[src/rtl/bcd_n_digitos.sv]
// bcd_n_digitos
// Sequential binary-to-BCD converter (double dabble, one bit per clock).
// A start request in OCIOSO captures the input value. Each following edge in
// CONVERTE shifts one magnitude bit, MSB first, into the working BCD register.
// The edge that leaves CONCLUI publishes the result and pulses pronto.
//
// Parameters
//   LARGURA   width of numero (2..64)
//   DIGITOS   number of BCD output digits (1..20)
//   COM_SINAL 1: numero is two's complement, 0: numero is unsigned
//
// Ports
//   clock    rising-edge clock
//   reset    asynchronous active-low reset
//   iniciar  start request, accepted only in OCIOSO
//   numero   value to convert, captured on the accepting edge
//   ocupado  high while CONVERTE or CONCLUI
//   pronto   one-cycle pulse when a new result is published
//   sinal    sign of the last converted value (1 = negative)
//   digitos  BCD result, digit 0 (units) in bits [3:0]
//   estouro  magnitude of the last value did not fit in DIGITOS digits
module bcd_n_digitos #(
  parameter int LARGURA   = 32,
  parameter int DIGITOS   = 10,
  parameter int COM_SINAL = 1
) (
  input  logic                   clock,
  input  logic                   reset,
  input  logic                   iniciar,
  input  logic [LARGURA-1:0]     numero,
  output logic                   ocupado,
  output logic                   pronto,
  output logic                   sinal,
  output logic [4*DIGITOS-1:0]   digitos,
  output logic                   estouro
);

  localparam int CW = $clog2(LARGURA + 1);
  localparam int BW = 4 * DIGITOS;

  typedef enum logic [1:0] {
    OCIOSO   = 2'd0,
    CONVERTE = 2'd1,
    CONCLUI  = 2'd2
  } estado_t;

  // One double-dabble step: correct every digit >= 5 by adding 3, then
  // shift left with bit_in entering at bit 0. Result bit [BW] is the bit
  // pushed out of the top digit; bits [BW-1:0] are the new digits.
  function automatic logic [BW:0] passo_dd(input logic [BW-1:0] bcd,
                                           input logic          bit_in);
    logic [BW-1:0] ajuste;
    ajuste = bcd;
    for (int i = 0; i < DIGITOS; i++) begin
      if (bcd[4*i +: 4] >= 4'd5) begin
        ajuste[4*i +: 4] = bcd[4*i +: 4] + 4'd3;
      end else begin
        ajuste[4*i +: 4] = bcd[4*i +: 4];
      end
    end
    return {ajuste, bit_in};
  endfunction

  estado_t              estado_r;
  estado_t              estado_s;
  logic [CW-1:0]        cont_r;
  logic [LARGURA-1:0]   mag_r;
  logic                 neg_r;
  logic [BW-1:0]        bcd_r;
  logic                 estouro_w_r;
  logic [BW:0]          passo_s;
  logic                 negativo_s;
  logic [LARGURA-1:0]   magnitude_s;

  logic                 ocupado_r;
  logic                 pronto_r;
  logic                 sinal_r;
  logic [BW-1:0]        digitos_r;
  logic                 estouro_r;

  // Sign and magnitude of the incoming value; the negation is modulo
  // 2^LARGURA so the most negative value maps to its correct magnitude.
  always_comb begin
    negativo_s  = 1'b0;
    magnitude_s = numero;
    if ((COM_SINAL != 0) && numero[LARGURA-1]) begin
      negativo_s  = 1'b1;
      magnitude_s = {LARGURA{1'b0}} - numero;
    end else begin
      negativo_s  = 1'b0;
      magnitude_s = numero;
    end
  end

  // Next double-dabble step from the current working digits and next bit.
  always_comb begin
    passo_s = passo_dd(bcd_r, mag_r[LARGURA-1]);
  end

  // Next-state logic.
  always_comb begin
    estado_s = estado_r;
    case (estado_r)
      OCIOSO: begin
        if (iniciar) begin
          estado_s = CONVERTE;
        end else begin
          estado_s = OCIOSO;
        end
      end
      CONVERTE: begin
        if (cont_r == CW'(1)) begin
          estado_s = CONCLUI;
        end else begin
          estado_s = CONVERTE;
        end
      end
      CONCLUI: estado_s = OCIOSO;
      default: estado_s = OCIOSO;
    endcase
  end

  // State register.
  always_ff @(posedge clock or negedge reset) begin
    if (!reset) begin
      estado_r <= OCIOSO;
    end else begin
      estado_r <= estado_s;
    end
  end

  // Working registers: capture on start, one conversion step per CONVERTE edge.
  always_ff @(posedge clock or negedge reset) begin
    if (!reset) begin
      cont_r      <= '0;
      mag_r       <= '0;
      neg_r       <= 1'b0;
      bcd_r       <= '0;
      estouro_w_r <= 1'b0;
    end else begin
      case (estado_r)
        OCIOSO: begin
          if (iniciar) begin
            cont_r      <= CW'(LARGURA);
            mag_r       <= magnitude_s;
            neg_r       <= negativo_s;
            bcd_r       <= '0;
            estouro_w_r <= 1'b0;
          end
        end
        CONVERTE: begin
          bcd_r       <= passo_s[BW-1:0];
          // Sticky: any 1 lost off the top digit means truncation.
          estouro_w_r <= estouro_w_r | passo_s[BW];
          mag_r       <= {mag_r[LARGURA-2:0], 1'b0};
          cont_r      <= cont_r - CW'(1);
        end
        default: begin
          cont_r <= cont_r;
        end
      endcase
    end
  end

  // Published outputs: loaded only on the edge leaving CONCLUI, held otherwise.
  always_ff @(posedge clock or negedge reset) begin
    if (!reset) begin
      sinal_r   <= 1'b0;
      digitos_r <= '0;
      estouro_r <= 1'b0;
    end else if (estado_r == CONCLUI) begin
      sinal_r   <= neg_r;
      digitos_r <= bcd_r;
      estouro_r <= estouro_w_r;
    end else begin
      sinal_r   <= sinal_r;
      digitos_r <= digitos_r;
      estouro_r <= estouro_r;
    end
  end

  // Status flags, registered alongside the state so they track it exactly.
  always_ff @(posedge clock or negedge reset) begin
    if (!reset) begin
      ocupado_r <= 1'b0;
      pronto_r  <= 1'b0;
    end else begin
      ocupado_r <= (estado_s != OCIOSO);
      pronto_r  <= (estado_r == CONCLUI);
    end
  end

  assign ocupado = ocupado_r;
  assign pronto  = pronto_r;
  assign sinal   = sinal_r;
  assign digitos = digitos_r;
  assign estouro = estouro_r;

endmodule

[config.mk]
export PLATFORM = sky130hd
export DESIGN_NAME = bcd_n_digitos
export DESIGN_NICKNAME = d
export VERILOG_FILES = /design/src/rtl/bcd_n_digitos.sv
export SDC_FILE = /design/constraint.sdc
export NUM_CORES = 1
export LEC_CHECK = 0
export BUFFER_PORTS_ARGS = -buffer_cell sky130_fd_sc_hd__buf_2
export CAP_MARGIN = 0
export CORE_MARGIN = 10
export CORE_UTILIZATION = 53
export CTS_CLUSTER_SIZE = 10
export DETAILED_ROUTE_END_ITERATION = 16
export PLACE_DENSITY = 0.77
export RECOVER_POWER = 100
export SLEW_MARGIN = 20
export SYNTH_ARGS = -nofsm -noshare
export SYNTH_HDL_FRONTEND = slang
export SYNTH_SLANG_ARGS = --single-unit
export TNS_END_PERCENT = 50
[constraint.sdc]
create_clock -name clock -period 1.9 [get_ports clock]
set_clock_uncertainty 0.2 [all_clocks]
set_input_delay 0.19 -clock clock [delete_from_list [all_inputs] [get_ports clock]]
set_output_delay 0.19 -clock clock [all_outputs]
set_load 0.01 [all_outputs]
After elaboration in Yosys (flattened, before gate mapping)

Cells that the tools add are included.

Word-level logic and storage cells: 66
Memory bits (read-only): 0
Memories: 0
Bits of input ports: 35
Output and inout bits: 44
Bits in writable memories: 0
Register bits: 126
Bits in latches: 0

Multipliers: 0
Equal/unequal tests: 4
Magnitude comparators: 10
Reductions and logical operators: 5
Shift-type cells: 0
$add $sub $neg: 12
Divide/modulo/power cells: 0
Bitwise operators: 1
Multiplexer cells: 23

Operator list:

| cell                                                                                 | number |
|---|---|
| 40-bit one-hot mux with 2 select lines                                               | 1 |
| 32-bit two-way mux                                                                   | 2 |
| 32-bit one-hot mux with 2 select lines                                               | 1 |
| 4-bit by 2-bit adder with 4-bit output (second input constant)                       | 10 |
| 4-bit by 3-bit greater-or-equal comparator with 1-bit output (second input constant) | 10 |
| 4-bit two-way mux                                                                    | 10 |
| 40-bit two-way mux                                                                   | 1 |
| 1-bit by 32-bit subtractor with 32-bit output (first input constant)                 | 1 |
| 6-bit one-hot mux with 2 select lines                                                | 1 |
| 6-bit by 1-bit equality test with 1-bit output (second input constant)               | 1 |
| 6-bit two-way mux                                                                    | 1 |
| 6-bit by 1-bit subtractor with 6-bit output (second input constant)                  | 1 |
| 2-bit one-hot mux with 2 select lines                                                | 1 |
| 2-bit AND reduction                                                                  | 2 |
| 2-bit nonzero test                                                                   | 2 |
| 1-bit two-way mux                                                                    | 3 |
| 2-bit by 1-bit equality test with 1-bit output (second input constant)               | 1 |
| 2-bit equality test (second input constant)                                          | 1 |
| 2-bit logical NOT                                                                    | 1 |
| 2-bit two-way mux                                                                    | 1 |
| 2-bit != test (second input constant)                                                | 1 |
| 1-bit one-hot mux with 2 select lines                                                | 1 |
| 1-bit OR                                                                             | 1 |

Longest topological paths before layout

Word-level depth: 4
Mapped depth: 8
Gate-level depth less buffers: 7

Least setup slack after synthesis

OpenSTA, ideal clock, no wires.

Kind: register to register
From: register estado_r[0]
To: register bcd_r[35]
Arrival: 1.461 ns
Library setup time: 0.122 ns
Buffers on the path: 3
Clock period less this slack: 1.782 ns
Path slack: 0.118 ns
Required time: 1.578 ns
Stages on the path, launching flop included: 9
Path through: dfrtp_1 -> buf_2 -> nor2_1 -> or2_2 -> buf_2 -> inv_2 -> buf_2 -> o31ai_1 -> a32o_1

Cells in the longest elaborated chain, start to end: 3
Elaborated cells on any way between the ends: 6
Those cells by class: eq/ne: 2; mux: 1; reduce/logical: 3

Ends and longest elaborated chain:

| element                                                                             | line | RTL |
|---|---|---|
| start: declaration                                                                  | 64   | `estado_t estado_r;` |
| start signal: assignment                                                            | 128  | `estado_r <= estado_s;` |
| 2-bit by 1-bit equality test with 1-bit output or 2-bit logical NOT (tied branches) | 141  | `case (estado_r)` |
| 2-bit nonzero test (no line) or 2-bit != test (tied branches)                       | --   |  |
| 2-bit AND reduction (no line)                                                       | --   |  |
| end signal: assignment                                                              | 152  | `bcd_r <= passo_s[BW-1:0];` |
| end: declaration                                                                    | 69   | `logic [BW-1:0] bcd_r;` |

Parallel ways exist; a longest one is shown, timed or not.
A chain may end at the register's enable or synchronous reset.

Worst setup path after layout

From: input numero[22]
To: register mag_r[24]

Cells in the longest elaborated chain, start to end: 4

Ends and longest elaborated chain:

| element                                       | line | RTL |
|---|---|---|
| start: declaration                            | 30   | `input logic [LARGURA-1:0] numero,` |
| 1-bit by 32-bit subtractor with 32-bit output | 88   | `magnitude_s = {LARGURA{1'b0}} - numero;` |
| 32-bit two-way mux                            | 86   | `if ((COM_SINAL != 0) && numero[LARGURA-1]) begin` |
| 32-bit two-way mux                            | 143  | `if (iniciar) begin` |
| 32-bit one-hot mux with 2 select lines        | 141  |  |
| end signal: assignment                        | 145  | `mag_r <= magnitude_s;` |
| end signal: assignment                        | 155  | `mag_r <= {mag_r[LARGURA-2:0], 1'b0};` |
| end: declaration                              | 67   | `logic [LARGURA-1:0] mag_r;` |

No other way between the ends. The select of a mux whose other input is x is not followed.

==> metrics.txt <==
# TYPE chip_impl_metric gauge
chip_impl_info{name="run_status",value="complete, no violations"} 1
chip_impl_info{name="timing.setup.critical_path_class",value="input pin to flop"} 1
chip_impl_info{name="crit_chain",value="buf_2, dlygate4sd3_1, buf_4, or3_2, o41ai_2, xor2_1, o21ai_1"} 1
chip_impl_metric{name="hpwlAfterDp",unit="mm"} 10.2
chip_impl_metric{name="avgRoutedWirePerCell",unit="um"} 17.4
chip_impl_metric{name="p_total",unit="W"} 0.0117
chip_impl_metric{name="largest_net_degree_at_the_start_of_global_routing",unit=""} 59
chip_impl_metric{name="timing.fmax",unit="MHz"} 537
chip_impl_metric{name="finalWeightedCongestion",unit=""} 0.885
chip_impl_metric{name="synth_seq_cells",unit=""} 126
chip_impl_metric{name="final_stage_net_count",unit=""} 795
chip_impl_info{name="slowest_stage",value="dlygate4sd3_1"} 1
chip_impl_info{name="setup.worst_path.start_class",value="input pin"} 1
chip_impl_metric{name="post_cts_buffers",unit=""} 0
chip_impl_metric{name="total_clock_buffers_created_by_cts",unit=""} 17
chip_impl_info{name="hold_path_class",value="input pin to flop"} 1
chip_impl_metric{name="drt_first_pass_iters",unit=""} 4
chip_impl_metric{name="htree_levels",unit=""} 4
chip_impl_metric{name="wirelength",unit="mm"} 15.5
chip_impl_metric{name="antenna-diode-count",unit=""} 0
chip_impl_info{name="cts_tree",value="done"} 1
chip_impl_info{name="top_count_cell_post_synth",value="dfrtp_1"} 1
chip_impl_metric{name="drt_iter0_markers",unit=""} 326
chip_impl_metric{name="setup_slack_of_the_critical_path_after_layout",unit="ns"} 0.0374
chip_impl_metric{name="core-area",unit="sq mm"} 0.0116
chip_impl_metric{name="required",unit="ns"} 2.01
chip_impl_metric{name="power_leakage",unit="nW"} 3.58
chip_impl_metric{name="sequential_fraction_of_the_synthesis_area",unit="%"} 49.6
chip_impl_metric{name="finalMaxSlewViolations",unit=""} 0
chip_impl_metric{name="synthesis.nets",unit=""} 661
chip_impl_metric{name="synth_edf_count",unit=""} 0
chip_impl_metric{name="final-instance-count-excl-fill",unit=""} 893
chip_impl_metric{name="area_growth_syn_to_layout",unit="%"} 25.4
chip_impl_metric{name="die_area",unit="sq mm"} 0.0168
chip_impl_metric{name="final.period_utilization",unit="%"} 98.0
chip_impl_info{name="synth_top_cells_by_count",value="dfrtp_1, o21ai_0, nand2_1"} 1
chip_impl_metric{name="drc_violations_left",unit=""} 0
chip_impl_metric{name="yosys.area.top_type_share",unit="%"} 49.6
chip_impl_metric{name="clk_latency",unit="ns"} 0.43
chip_impl_metric{name="yosys.cell_types.count",unit=""} 49
chip_impl_info{name="largest_cells_by_area_after_synthesis",value="dfrtp_1, o21ai_0, xor2_1"} 1
chip_impl_metric{name="grt_pass1_wl",unit="mm"} 25.7
chip_impl_metric{name="report.final.hold_viol_count",unit=""} 0
chip_impl_metric{name="postSynth.asyncResetShare",unit="%"} 100
chip_impl_info{name="end_kind",value="flop"} 1
chip_impl_metric{name="final.fill_count",unit=""} 885
chip_impl_metric{name="critical_path.max_fanout",unit=""} 3
chip_impl_metric{name="routed_via_density",unit=""} 5.81
chip_impl_metric{name="placedCellCount",unit=""} 832
chip_impl_metric{name="design.portCount",unit=""} 79
chip_impl_metric{name="slew_headroom",unit="%"} 50.3
chip_impl_metric{name="grt_pass1_vias",unit=""} 5290
chip_impl_metric{name="worstMarginPinSlew",unit="ns"} 0.746
chip_impl_metric{name="synthCells",unit=""} 603
chip_impl_metric{name="cp.arrival",unit="ns"} 1.97
chip_impl_metric{name="cts.reportedPaths.clkPinSlew",unit="ns"} 0.06
chip_impl_metric{name="power_per_cell_area",unit="mW/mm^2"} 1470
chip_impl_metric{name="layout_min_cycle_time",unit="ns"} 1.86
chip_impl_metric{name="synthesis.area_per_instance",unit="sq um"} 10.5
chip_impl_metric{name="cts.sinks",unit=""} 126
chip_impl_metric{name="max_incr_delay_on_cp",unit="ns"} 0.55
chip_impl_metric{name="final_antenna_net_count",unit=""} 0
chip_impl_info{name="setup_repair_after_global_routing_missed_its_margin",value="true"} 1
chip_impl_metric{name="drv.max_cap_violation_count",unit=""} 0
chip_impl_metric{name="place.port_buffers",unit=""} 78
chip_impl_info{name="ctsRootBufferMaster",value="clkbuf_16"} 1
chip_impl_metric{name="track_usage",unit="%"} 18.9
chip_impl_metric{name="peakVddDrop",unit="mV"} 0.595
chip_impl_metric{name="place_worst_setup_slack",unit="ns"} -0.188
chip_impl_metric{name="drive_gt1_share",unit="%"} 20.7
chip_impl_metric{name="synth_area",unit="sq mm"} 0.00635
chip_impl_metric{name="rows",unit=""} 39
chip_impl_metric{name="chipHeight",unit="um"} 129
chip_impl_metric{name="final_setup_fails",unit=""} 0
chip_impl_info{name="synth_top_cell_by_area",value="dfrtp_1"} 1
chip_impl_metric{name="starting_density",unit="%"} 54.9
chip_impl_metric{name="antenna_found_initial",unit=""} 0
chip_impl_metric{name="die_w",unit="um"} 129
chip_impl_metric{name="clockBufferDepth",unit=""} 2
chip_impl_metric{name="yosys_warnings",unit=""} 0
chip_impl_metric{name="vias",unit=""} 5191
chip_impl_metric{name="overall_overflow_remaining_after_global_route",unit=""} 0
chip_impl_metric{name="finish.utilization",unit="%"} 68.9
chip_impl_info{name="synth_ff_type",value="dfrtp_1"} 1
[critical path: cells and delay by family]
| family | cells | cell delay [ns] |
|---|---|---|
| buffers and inverters | 3 | 0.80 |
| and+or+nand+nor | 1 | 0.48 |
| AOI/OAI and AO/OA | 2 | 0.31 |
| xor gates and xnor gates | 1 | 0.17 |
[path summary, 6_finish.rpt]
check	depth (start not counted)	to	startpoint	slack, ns
setup / recovery	7	mag_r[24]$_DFFE_PN0P_	numero[22]	0.04
hold / removal	4	mag_r[18]$_DFFE_PN0P_	numero[18]	0.02
setup reg to reg	6	bcd_r[27]$_DFFE_PN0P_	estado_r[0]$_DFF_PN0_	0.10
hold reg to reg	2	digitos[37]$_DFFE_PN0P_	digitos[37]$_DFFE_PN0P_	0.28
max in group asynchronous	3	digitos[35]$_DFFE_PN0P_	reset	0.24
min in group asynchronous	2	digitos[12]$_DFFE_PN0P_	reset	0.17
[routing by layer]
metal / vias to the layer above / part of all wire (%) / wire length, um / GRT usage (%)
met5: - / 0 / 0 / 0
met4: 0 / 1.4 / 213 / 7.67
met3: 20 / 5.9 / 917 / 5.06
met2: 143 / 50 / 7770 / 31.6
met1: 2551 / 43 / 6630 / 22.8
li1: 2477 / - / - / -
[cell families (layout without fill, tap and decap cells)]
family,Yosys count,in the layout,synth area share (%)
compound gates,193,193,20.4
simple gates,129,129,10.9
flops,126,126,49.6
buf+inv,61,208,3.86
xor+xnor,48,48,6.62
fa+ha+maj,23,23,4.53
mux,23,23,4.06
[per-stage QoR]
stage	hold WS [ns]	instance area [sq um]	setup TNS, ns
global route	0.0326	7960	-0.415
global placement	-0.0485	7160	-0.341
finish	0.0223	7960	0
floorplan	-0.306	6350	0
CTS	0.00868	8030	0
detailed placement	-0.0458	7160	-0.877
[layout by cell type, fill, tap and decap left out, drive strengths merged, types with 5 or more instances in the layout]
master	count
nand2	47
a22oi	24
o32ai	9
o31ai	21
nand2b	15
ha	23
mux2	22
nor4	7
nor2	18
inv	28
o21ai	76
dlygate4sd3	29
buf	66
dfrtp	126
o41ai	10
a32o	10
clkbuf	79
nand3	18
clkinv	5
xnor2	12
xor2	36
a21oi	24
o22ai	14
nor3	5
[power breakdown]
| group | total (W) | switching (W) | internal (W) |
|---|---|---|---|
| Combinational | 0.00416 | 0.00238 | 0.00178 |
| Clock | 0.00314 | 0.00114 | 0.00199 |
| Sequential | 0.00444 | 0.000763 | 0.00367 |
| Total | 0.0117 | 0.00429 | 0.00744 |
[sequential cells by signal (all words and copies together), names as in the netlist]
name / cells
bcd_r: 40
digitos: 40
mag_r: 32
cont_r: 6
estado_r: 2
estouro: 1
estouro_w_r: 1
neg_r: 1
ocupado: 1
pronto: 1
sinal: 1
[cell type report]
type / instances / area [sq um] / area share [%]
clock inverter: 6 / 55.1 / 0.691
tap: 143 / 179 / 2.25
multi-input combinational: 416 / 3010 / 37.8
sequential: 126 / 3150 / 39.6
timing repair buffer: 148 / 945 / 11.9
clock buffer: 26 / 519 / 6.52
inverter: 28 / 105 / 1.32
[what timing repair did]
item	in CTS	in global routing
endpoints found under the hold margin	153	0
setup endpoints to repair	0	17
hold buffers	29	0
resized for setup	0	13
Power figures use the tool's default switching activity.
